## config.mk

```make
export PLATFORM = sky130hd
export DESIGN_NAME = l2_pair_serializer
export DESIGN_NICKNAME = d
export VERILOG_FILES = /design/src/rtl/l2_pair_serializer.sv
export SDC_FILE = /design/constraint.sdc
export NUM_CORES = 1
export LEC_CHECK = 0
export CAP_MARGIN = 25
export CORE_ASPECT_RATIO = 0.7
export CORE_MARGIN = 2
export CORE_UTILIZATION = 55
export CTS_CLUSTER_DIAMETER = 80
export DETAILED_ROUTE_END_ITERATION = 8
export GPL_TIMING_DRIVEN = 0
export PLACE_DENSITY = 0.79
export SKIP_CTS_REPAIR_TIMING = 1
export SYNTH_ARGS = -nofsm -noshare
export SYNTH_HDL_FRONTEND = slang
export SYNTH_SLANG_ARGS = --single-unit
```

## constraint.sdc

```tcl
create_clock -name clk -period 8.01 [get_ports clk]
set_clock_uncertainty 0.1 [all_clocks]
set_input_delay 0.801 -clock clk [delete_from_list [all_inputs] [get_ports clk]]
set_output_delay 0.801 -clock clk [all_outputs]
set_load 0.02 [all_outputs]
```

## src/rtl/l2_pair_serializer.sv

```systemverilog
// l2_pair_serializer
// Egress stage for the L=2 parallel FIR. It buffers (y(2k), y(2k+1)) pairs
// and emits them as one time-ordered serial stream. Each sample is rounded
// half-up and saturated from the accumulator width to the output width.
// Storage is a holding register that is walked lane 1 -> lane 2, backed by
// a FIFO of DEPTH-1 pairs.

module l2_pair_serializer #(
  parameter int IN_WIDTH  = 64,
  parameter int OUT_WIDTH = 16,
  parameter int SHIFT     = 31,
  parameter int DEPTH     = 4
) (
  input  logic                          clk,
  input  logic                          reset,
  input  logic signed [IN_WIDTH-1:0]    in_data_1,
  input  logic signed [IN_WIDTH-1:0]    in_data_2,
  input  logic                          in_valid,
  output logic                          in_ready,
  output logic signed [OUT_WIDTH-1:0]   out_data,
  output logic                          out_valid,
  input  logic                          out_ready,
  output logic                          out_phase,
  output logic                          out_sat,
  output logic [$clog2(DEPTH+1)-1:0]    occupancy
);

  localparam int OCC_W      = $clog2(DEPTH + 1);
  localparam int FIFO_DEPTH = DEPTH - 1;
  localparam int PTR_W      = (FIFO_DEPTH > 1) ? $clog2(FIFO_DEPTH) : 1;

  localparam logic [PTR_W-1:0] PTR_LAST = PTR_W'(FIFO_DEPTH - 1);
  localparam logic [OCC_W-1:0] OCC_FULL = OCC_W'(DEPTH);

  // Half an output LSB, and the output range sign-extended to the quantizer width.
  localparam logic signed [IN_WIDTH:0] ROUND_BIAS = {{IN_WIDTH{1'b0}}, 1'b1} << (SHIFT - 1);
  localparam logic signed [IN_WIDTH:0] SAT_MAX =
    {{(IN_WIDTH + 2 - OUT_WIDTH){1'b0}}, {(OUT_WIDTH - 1){1'b1}}};
  localparam logic signed [IN_WIDTH:0] SAT_MIN =
    {{(IN_WIDTH + 2 - OUT_WIDTH){1'b1}}, {(OUT_WIDTH - 1){1'b0}}};

  // Holding register: empty, presenting lane 1, or presenting lane 2.
  typedef enum logic [1:0] {
    HOLD_EMPTY = 2'd0,
    HOLD_LANE1 = 2'd1,
    HOLD_LANE2 = 2'd2
  } hold_state_t;

  hold_state_t hold_state, hold_state_next;

  logic signed [IN_WIDTH-1:0] hold_lane1, hold_lane2;
  logic [2*IN_WIDTH-1:0]      fifo_mem [FIFO_DEPTH];
  logic [PTR_W-1:0]           wr_ptr, rd_ptr;

  logic accept, pair_done, hold_free, fifo_empty;
  logic fifo_rd, fifo_wr, bypass, load_hold;

  logic signed [IN_WIDTH-1:0] lane_sel;
  logic signed [IN_WIDTH:0]   rounded, quant;

  function automatic logic [PTR_W-1:0] ptr_inc(input logic [PTR_W-1:0] p);
    return (p == PTR_LAST) ? '0 : p + 1'b1;
  endfunction

  // Handshake and routing decisions. in_ready comes from registered occupancy only.
  assign in_ready   = occupancy < OCC_FULL;
  assign accept     = in_valid && in_ready;
  assign out_valid  = hold_state != HOLD_EMPTY;
  assign out_phase  = hold_state == HOLD_LANE2;
  assign pair_done  = (hold_state == HOLD_LANE2) && out_ready;
  assign hold_free  = (hold_state == HOLD_EMPTY) || pair_done;
  assign fifo_empty = occupancy == OCC_W'(out_valid);
  assign fifo_rd    = hold_free && !fifo_empty;
  assign bypass     = hold_free && fifo_empty && accept;
  assign load_hold  = fifo_rd || bypass;
  assign fifo_wr    = accept && !bypass;

  // Holding register state: advance lane on each beat, reload or empty after lane 2.
  always_comb begin
    // NOTE: default first so every path assigns the next state; no latch is inferred.
    hold_state_next = hold_state;
    unique case (hold_state)
      HOLD_EMPTY: if (load_hold) hold_state_next = HOLD_LANE1;
      HOLD_LANE1: if (out_ready) hold_state_next = HOLD_LANE2;
      HOLD_LANE2: if (out_ready) hold_state_next = load_hold ? HOLD_LANE1 : HOLD_EMPTY;
      default:    hold_state_next = HOLD_EMPTY;
    endcase
  end

  // State register.
  always_ff @(posedge clk or posedge reset) begin
    // NOTE: registers take non-blocking assignments so every flop samples pre-edge values.
    if (reset) hold_state <= HOLD_EMPTY;
    else       hold_state <= hold_state_next;
  end

  // Holding register lanes: load from the FIFO head, or straight from the input on bypass.
  always_ff @(posedge clk or posedge reset) begin
    if (reset) begin
      hold_lane1 <= '0;
      hold_lane2 <= '0;
    end else if (load_hold) begin
      if (fifo_rd) {hold_lane2, hold_lane1} <= fifo_mem[rd_ptr];
      else         {hold_lane2, hold_lane1} <= {in_data_2, in_data_1};
    end
  end

  // FIFO storage.
  always_ff @(posedge clk) begin
    // NOTE: storage array is not reset; the pointers and occupancy define what is valid.
    if (fifo_wr) fifo_mem[wr_ptr] <= {in_data_2, in_data_1};
  end

  // FIFO pointers and pair occupancy (FIFO plus holding register).
  always_ff @(posedge clk or posedge reset) begin
    if (reset) begin
      wr_ptr    <= '0;
      rd_ptr    <= '0;
      occupancy <= '0;
    end else begin
      if (fifo_wr) wr_ptr <= ptr_inc(wr_ptr);
      if (fifo_rd) rd_ptr <= ptr_inc(rd_ptr);
      case ({accept, pair_done})
        2'b10:   occupancy <= occupancy + 1'b1;
        2'b01:   occupancy <= occupancy - 1'b1;
        default: occupancy <= occupancy;
      endcase
    end
  end

  // Quantizer: round half-up, arithmetic shift, saturate to the output range.
  always_comb begin
    lane_sel = out_phase ? hold_lane2 : hold_lane1;
    rounded  = {lane_sel[IN_WIDTH-1], lane_sel} + ROUND_BIAS;
    quant    = rounded >>> SHIFT;
    out_data = quant[OUT_WIDTH-1:0];
    out_sat  = 1'b0;
    if (quant > SAT_MAX) begin
      out_data = {1'b0, {(OUT_WIDTH - 1){1'b1}}};
      out_sat  = 1'b1;
    end else if (quant < SAT_MIN) begin
      out_data = {1'b1, {(OUT_WIDTH - 1){1'b0}}};
      out_sat  = 1'b1;
    end
  end

endmodule

```

## Word-level counts from Yosys, hierarchy flattened

Memories as Yosys holds them, arrays and structs flattened.
Index checks and enable logic that the tools add are counted.

- Register bits: 137
- RAM bits: 384
- Bits of input ports: 132
- Output and inout bits: 23
- Word-level logic and storage cells: 56
- Memories kept: 1

- $add $sub $neg: 5
- Magnitude comparators: 3
- Equal/unequal tests: 10
- Multiplexer cells: 17
- Reductions and logical operators: 14

Memory list:

| memory | depth | bits a word | rd ports | clocked after memory_dff | write ports | line | text |
|---|---|---|---|---|---|---|---|
| fifo_mem | 3 | 128 | 1 | 0 | 1 | 52 | `logic [2*IN_WIDTH-1:0] fifo_mem [FIFO_DEPTH];` |

Operator list:

| kind | number |
|---|---|
| 64-bit two-way mux | 3 |
| 64-bit by 32-bit adder with 65-bit output (second input constant) | 1 |
| 34-bit by 16-bit greater-than comparator with 1-bit output (second input constant) | 1 |
| 34-bit by 16-bit less-than comparator with 1-bit output (second input constant) | 1 |
| 16-bit two-way mux | 2 |
| 2-bit two-way mux | 5 |
| 2-bit == test (second input constant) | 4 |
| 1-bit logical AND | 6 |
| 2-bit != test (second input constant) | 3 |
| 2-bit one-hot mux with 3 select lines | 1 |
| 3-bit one-hot mux with 2 select lines | 1 |
| 1-bit two-way mux | 5 |
| 2-bit by 1-bit adder with 2-bit output (second input constant) | 2 |
| 2-bit by 1-bit == test with 1-bit output (second input constant) | 2 |
| 2-bit nonzero test | 2 |
| 3-bit by 1-bit adder with 3-bit output (second input constant) | 1 |
| 3-bit by 1-bit == test with 1-bit output | 1 |
| 3-bit less-than comparator (second input constant) | 1 |
| 3-bit AND reduction | 1 |
| 3-bit by 1-bit subtractor with 3-bit output (second input constant) | 1 |
| 1-bit logical NOT | 2 |
| 2-bit logical NOT | 1 |
| 1-bit logical OR | 2 |

## Logic depth before layout (Yosys ltp)

- Depth after elaboration: 9
- Depth in mapped cells: 21

## Worst setup path after synthesis

No wires, ideal clock.

- Kind: register to register
- Start point: register hold_state[1]
- End point: memory fifo_mem[1][100] (netlist name), enable pin
- Library setup time: 594 ps
- Arrival time: 6,323 ps
- Slack: 993 ps
- Cell stages (with the launch flop): 6
- Buffers on the path: 0
- Clock period less this slack: 7,017 ps
- Cell sequence: dfrtp_1 -> or2_2 -> xnor2_1 -> nor3_1 -> a21o_1 -> nor3b_1

RTL lines:

| item | line | text |
|---|---|---|
| start: declaration | 49 | `hold_state_t hold_state, hold_state_next;` |
| start signal: assignment | 94 | `else hold_state <= hold_state_next;` |
| 2-bit nonzero test | 68 | `assign out_valid = hold_state != HOLD_EMPTY;` |
| net out_valid | 21 | `output logic out_valid,` |
| 3-bit by 1-bit == test with 1-bit output | 72 | `assign fifo_empty = occupancy == OCC_W'(out_valid);` |
| 1-bit logical AND (2 in series) | 74 | `assign bypass = hold_free && fifo_empty && accept;` |
| 1-bit logical NOT | 76 | `assign fifo_wr = accept && !bypass;` |
| 1-bit logical AND | 76 |  |
| 1-bit two-way mux | 111 | `if (fifo_wr) fifo_mem[wr_ptr] <= {in_data_2, in_data_1};` |
| 1-bit two-way mux (implied by the code) | 111 |  |
| end: declaration | 52 |  |

The timed path passes the listed nets, and every way through them passes these cells.

## Worst setup path in the final report

- Start point: register hold_state[0]
- End point: output port out_data[1]

- Cells in the longest elaborated chain, start to end: 6

Ends and longest elaborated chain:

| item | line | text |
|---|---|---|
| 2-bit == test (*) | 69 | `assign out_phase = hold_state == HOLD_LANE2;` |
| 64-bit two-way mux (*) | 133 | `lane_sel = out_phase ? hold_lane2 : hold_lane1;` |
| 64-bit by 32-bit adder with 65-bit output (*) | 134 | `rounded = {lane_sel[IN_WIDTH-1], lane_sel} + ROUND_BIAS;` |
| 34-bit by 16-bit less-than comparator with 1-bit output | 141 | `end else if (quant < SAT_MIN) begin` |
| 16-bit two-way mux | 141 |  |
| 16-bit two-way mux (*) | 138 | `if (quant > SAT_MAX) begin` |
| end: declaration | 20 | `output logic signed [OUT_WIDTH-1:0] out_data,` |

Mark *: on every way between the ends. The rest lies on a longest branch, timed or not.

==> summary.txt <==
Power
  • Worst-case vdd ir drop: ~0.27 mV
  • Total leakage power: 5.45 nW
  • Power Density: 406 nW/um^2

Min path
  • End point of the worst hold path: occupancy[0]
  • Start point of the worst min-delay path: occupancy[0]
  • Worst hold path class: register to register
  • Hold Path Cell Cnt: 1

Worst setup path
  • R2R Path End: hold_lane2[40]
  • Crit path required time: 7.11 ns
  • Worst Setup Start Kind: register
  • Endpoint type of the worst setup path: output pin
  • Cells traversed along the worst timing path: nand2b_1 > buf_6 > buf_6 > buf_4 > buf_4 > buf_4 > nand2_1 > nand2_1 > ha_1 > nand2_1 > mux2i_1 > clkbuf_1 > nand3_1 > nor4_1 > xor2_1 > nor4b_2 > nand4_1 > o31a_1 > o31ai_1 > clkdlybuf4s50_1
  • Worst reg2reg path startpoint: hold_state[1]
  • Worst Reg-to-Reg Cells: 9
  • Crit path kind: register to output pin
  • Bufs and invs on worst path: 7
  • Logic depth of the worst path, buffers included: 20
  • Arrival @ worst endpoint: 6.20 ns
  • Largest driver fanout on the critical path: 19
  • Register-to-register setup slack: 4.44 ns
  • Slowest cell on the critical path: sky130_fd_sc_hd__clkdlybuf4s50_1
  • Peak per-stage delay on the critical path: 0.70 ns
  • Cell family with the largest share of critical-path delay: buffers and inverters

CTS
  • Clock Sinks: 281
  • Deepest level of the CTS H-tree: 1
  • Number of buffers added by the clock tree synthesis step: 26
  • Clock tree from TritonCTS: yes
  • CTS max path bufs: 3
  • Clock slew at the register clock pins of the worst setup and hold paths: 0.07 ns
  • Clk Tree Root Cell: sky130_fd_sc_hd__clkbuf_16
  • Later-pin clock latency in the skew report: around 0.53 ns

Synthesis
  • Top cells by area, synth: sky130_fd_sc_hd__edfxtp_1 49%, sky130_fd_sc_hd__dfrtp_1 15%, sky130_fd_sc_hd__mux2i_1 6.0%, sky130_fd_sc_hd__a21oi_1 3.7%, sky130_fd_sc_hd__nor2_1 3.3%
  • Post-Synthesis Net Count: 1139
  • Area of the mapped netlist: 12400 um^2
  • Number of enable flip-flop cells after synthesis: 204
  • Ys async rst share: 27.4%
  • Number of warning messages in the yosys log: 0
  • Library cell occupying the most area in the post-synthesis netlist: sky130_fd_sc_hd__edfxtp_1
  • Synthesis-stage register bit count: 281
  • Cell count after synthesis: around 1000
  • Count leader, synth: sky130_fd_sc_hd__edfxtp_1
  • Primary FF master, synth: sky130_fd_sc_hd__edfxtp_1
  • Distinct cell type count of the synthesized netlist: 63
  • Yosys top cell area share: 49.3%
  • Leading post-synthesis cells by instance count: 204 x sky130_fd_sc_hd__edfxtp_1, 110 x sky130_fd_sc_hd__nor2_1, 106 x sky130_fd_sc_hd__nand2_1
  • Per-instance average area after synthesis: 12.4 um^2
  • Fraction of the yosys area taken by sequential cells: 64.7%

STA
  • Final min period: 7.10 ns
  • Final Setup Violations: 0
  • Highest clock frequency the design can meet: 141 MHz
  • Final Hold Violating Endpoints: 0
  • Relative max-transition margin: 29.6%
  • Worst Max-Slew Pin Slew: 1.05 ns
  • Final WS setup: 0.912 ns
  • Final clock period utilization by the worst path: 88.6%
  • RSZ-0062 raised after global routing: false
  • Slew Viols, Final: 0

Finish
  • NumNets Final: between 1000 and 1500
  • Antenna fix cells: 0
  • Syn-to-layout area delta: 19.0%
  • Share of the core filled with cells in the final layout: between 60% and 70%
  • Fraction of layout instances using a drive strength above 1: 8.32%

Place
  • Input/output buffers: 94
  • HPWL Detailed: 23300 um
  • Final weighted congestion in routability-driven placement: 0.963
  • Place WS: 1.13 ns

Floorplan
  • Cell Rows: 45
  • Die boundary width: 184 um
  • I/O pin count: ~160
  • Effective utilization at floorplan: 56.6%
  • Height of the die: 130 um
  • Die area: 23900 um^2
  • Core Box Area: 22000 um^2

GRT
  • Initial antenna violation count: 0
  • Number of global-route vias before repair: 8677
  • Gr ovfl total: 0
  • Wire length of the first global-routing pass: 50000 um
  • Total routing resource utilization after global routing: 27.7%
  • Largest net degree at the start of global routing: 41

Route
  • Remaining DRCs: 0
  • Number of optimization iterations in the first detailed-route pass: 6
  • Routed vias: approximately 9100
  • Post-route ant nets: 0
  • Detailed Route WL: 32200 um
  • Iteration-0 DRC count of the detailed router: 1020
  • Routed via count divided by cell count: 6.27
  • DR WL/cell: around 22 um

Run status
  • Run status: finished, final reports clean

Flow run
  • Number of maximum-capacitance violations: 0
-- registers in the layout (all words and copies together) (netlist names) --
register and flops:
occupancy 3, wr_ptr 2, fifo_mem 204, hold_lane2 34, hold_lane1 34, hold_state 2, rd_ptr 2
-- metal layers --
layer | vias to the layer above | share of wire, % | global-route usage [%]
li1 | 4062 | - | -
met1 | 4458 | 45 | 42.5
met2 | 509 | 43 | 41.0
met5 | - | 0 | 0
met4 | 0 | 1.8 | 5.79
met3 | 49 | 11 | 6.20
-- cell usage in the layout (no fill, tap or decap), drive strengths merged, types with 6 or more instances in the layout --
master	count
a21o	7
a222oi	11
clkinv	6
nor2	110
a21oi	93
buf	34
a22oi	26
clkbuf	84
xor2	12
edfxtp	204
nor4	6
and2	6
clkdlybuf4s50	94
mux2	7
a221oi	26
nand4	10
inv	11
mux2i	78
nand3	13
nor3	7
dfrtp	77
and3	13
o21ai	46
nand2	106
a31oi	17
xnor2	17
-- metrics by stage --
step	TNS, ns	power [W]	area (um^2)	hold slack, ns	instances
floorplan	0	0.00383	12400	0.350	1004
global placement	-526.94	0.00472	13700	0.388	1380
detailed placement	0	0.00479	14000	0.392	1401
CTS	0	0.00597	14800	0.406	1449
global route	0	0.00633	14800	0.441	1448
finish	0	0.00600	14800	0.406	1448
-- area by class of cell --
| type | count | area (um^2) |
|---|---|---|
| clock inverter | 7 | 38.8 |
| clock buffer | 41 | 768 |
| tap | 282 | 353 |
| fill | 1638 | 7160 |
| multi-input combinational | 656 | 4100 |
| timing repair buffer | 115 | 1190 |
| sequential | 281 | 8050 |
| buffer | 56 | 255 |
| inverter | 10 | 40.0 |
-- logic make-up (layout without fill, tap and decap cells) --
kind of cell    Yosys count  after routing  share of synthesized area, %
simple gates            292            292                          10.7
flops                   281            281                          64.7
compound gates          247            247                          12.7
mux                      85             85                          7.07
buf+inv                  67            229                          2.38
xor+xnor                 29             29                          2.04
fa+ha+maj                 3              3                         0.362
-- report_power, final --
group          switching (W)  internal, W  leakage (nW)  total (W)
Combinational        0.00162     0.000967          2.28    0.00259
Sequential          0.000310      0.00193          2.78    0.00224
Clock               0.000516     0.000658         0.394    0.00117
-- worst reg2reg max path: stages, from the launching register on --
cell	delay, ns
sky130_fd_sc_hd__dfrtp_1	0.39
sky130_fd_sc_hd__or2_2	0.34
sky130_fd_sc_hd__xnor2_1	0.17
sky130_fd_sc_hd__or3_1	0.19
sky130_fd_sc_hd__nand2_1	0.13
sky130_fd_sc_hd__clkbuf_1	0.32
sky130_fd_sc_hd__nor2_1	0.87
sky130_fd_sc_hd__clkbuf_1	0.57
sky130_fd_sc_hd__a222oi_1	0.22
sky130_fd_sc_hd__a31oi_1	0.20
-- how the worst max path moves through the flow --
stage	startpoint	endpoint	slack, ns
2_1_floorplan	hold_state[1]	fifo_mem[1][100]	0.99
3_5_place_dp	hold_state[0]	out_data[1]	1.13
5_1_grt	hold_state[0]	out_data[1]	0.45
3_3_place_gp	out_ready	fifo_mem[1][51]	-2.79
6_report	hold_state[0]	out_data[1]	0.91
4_1_cts	hold_state[0]	out_data[1]	0.51
(Power assumes the default switching activity.)
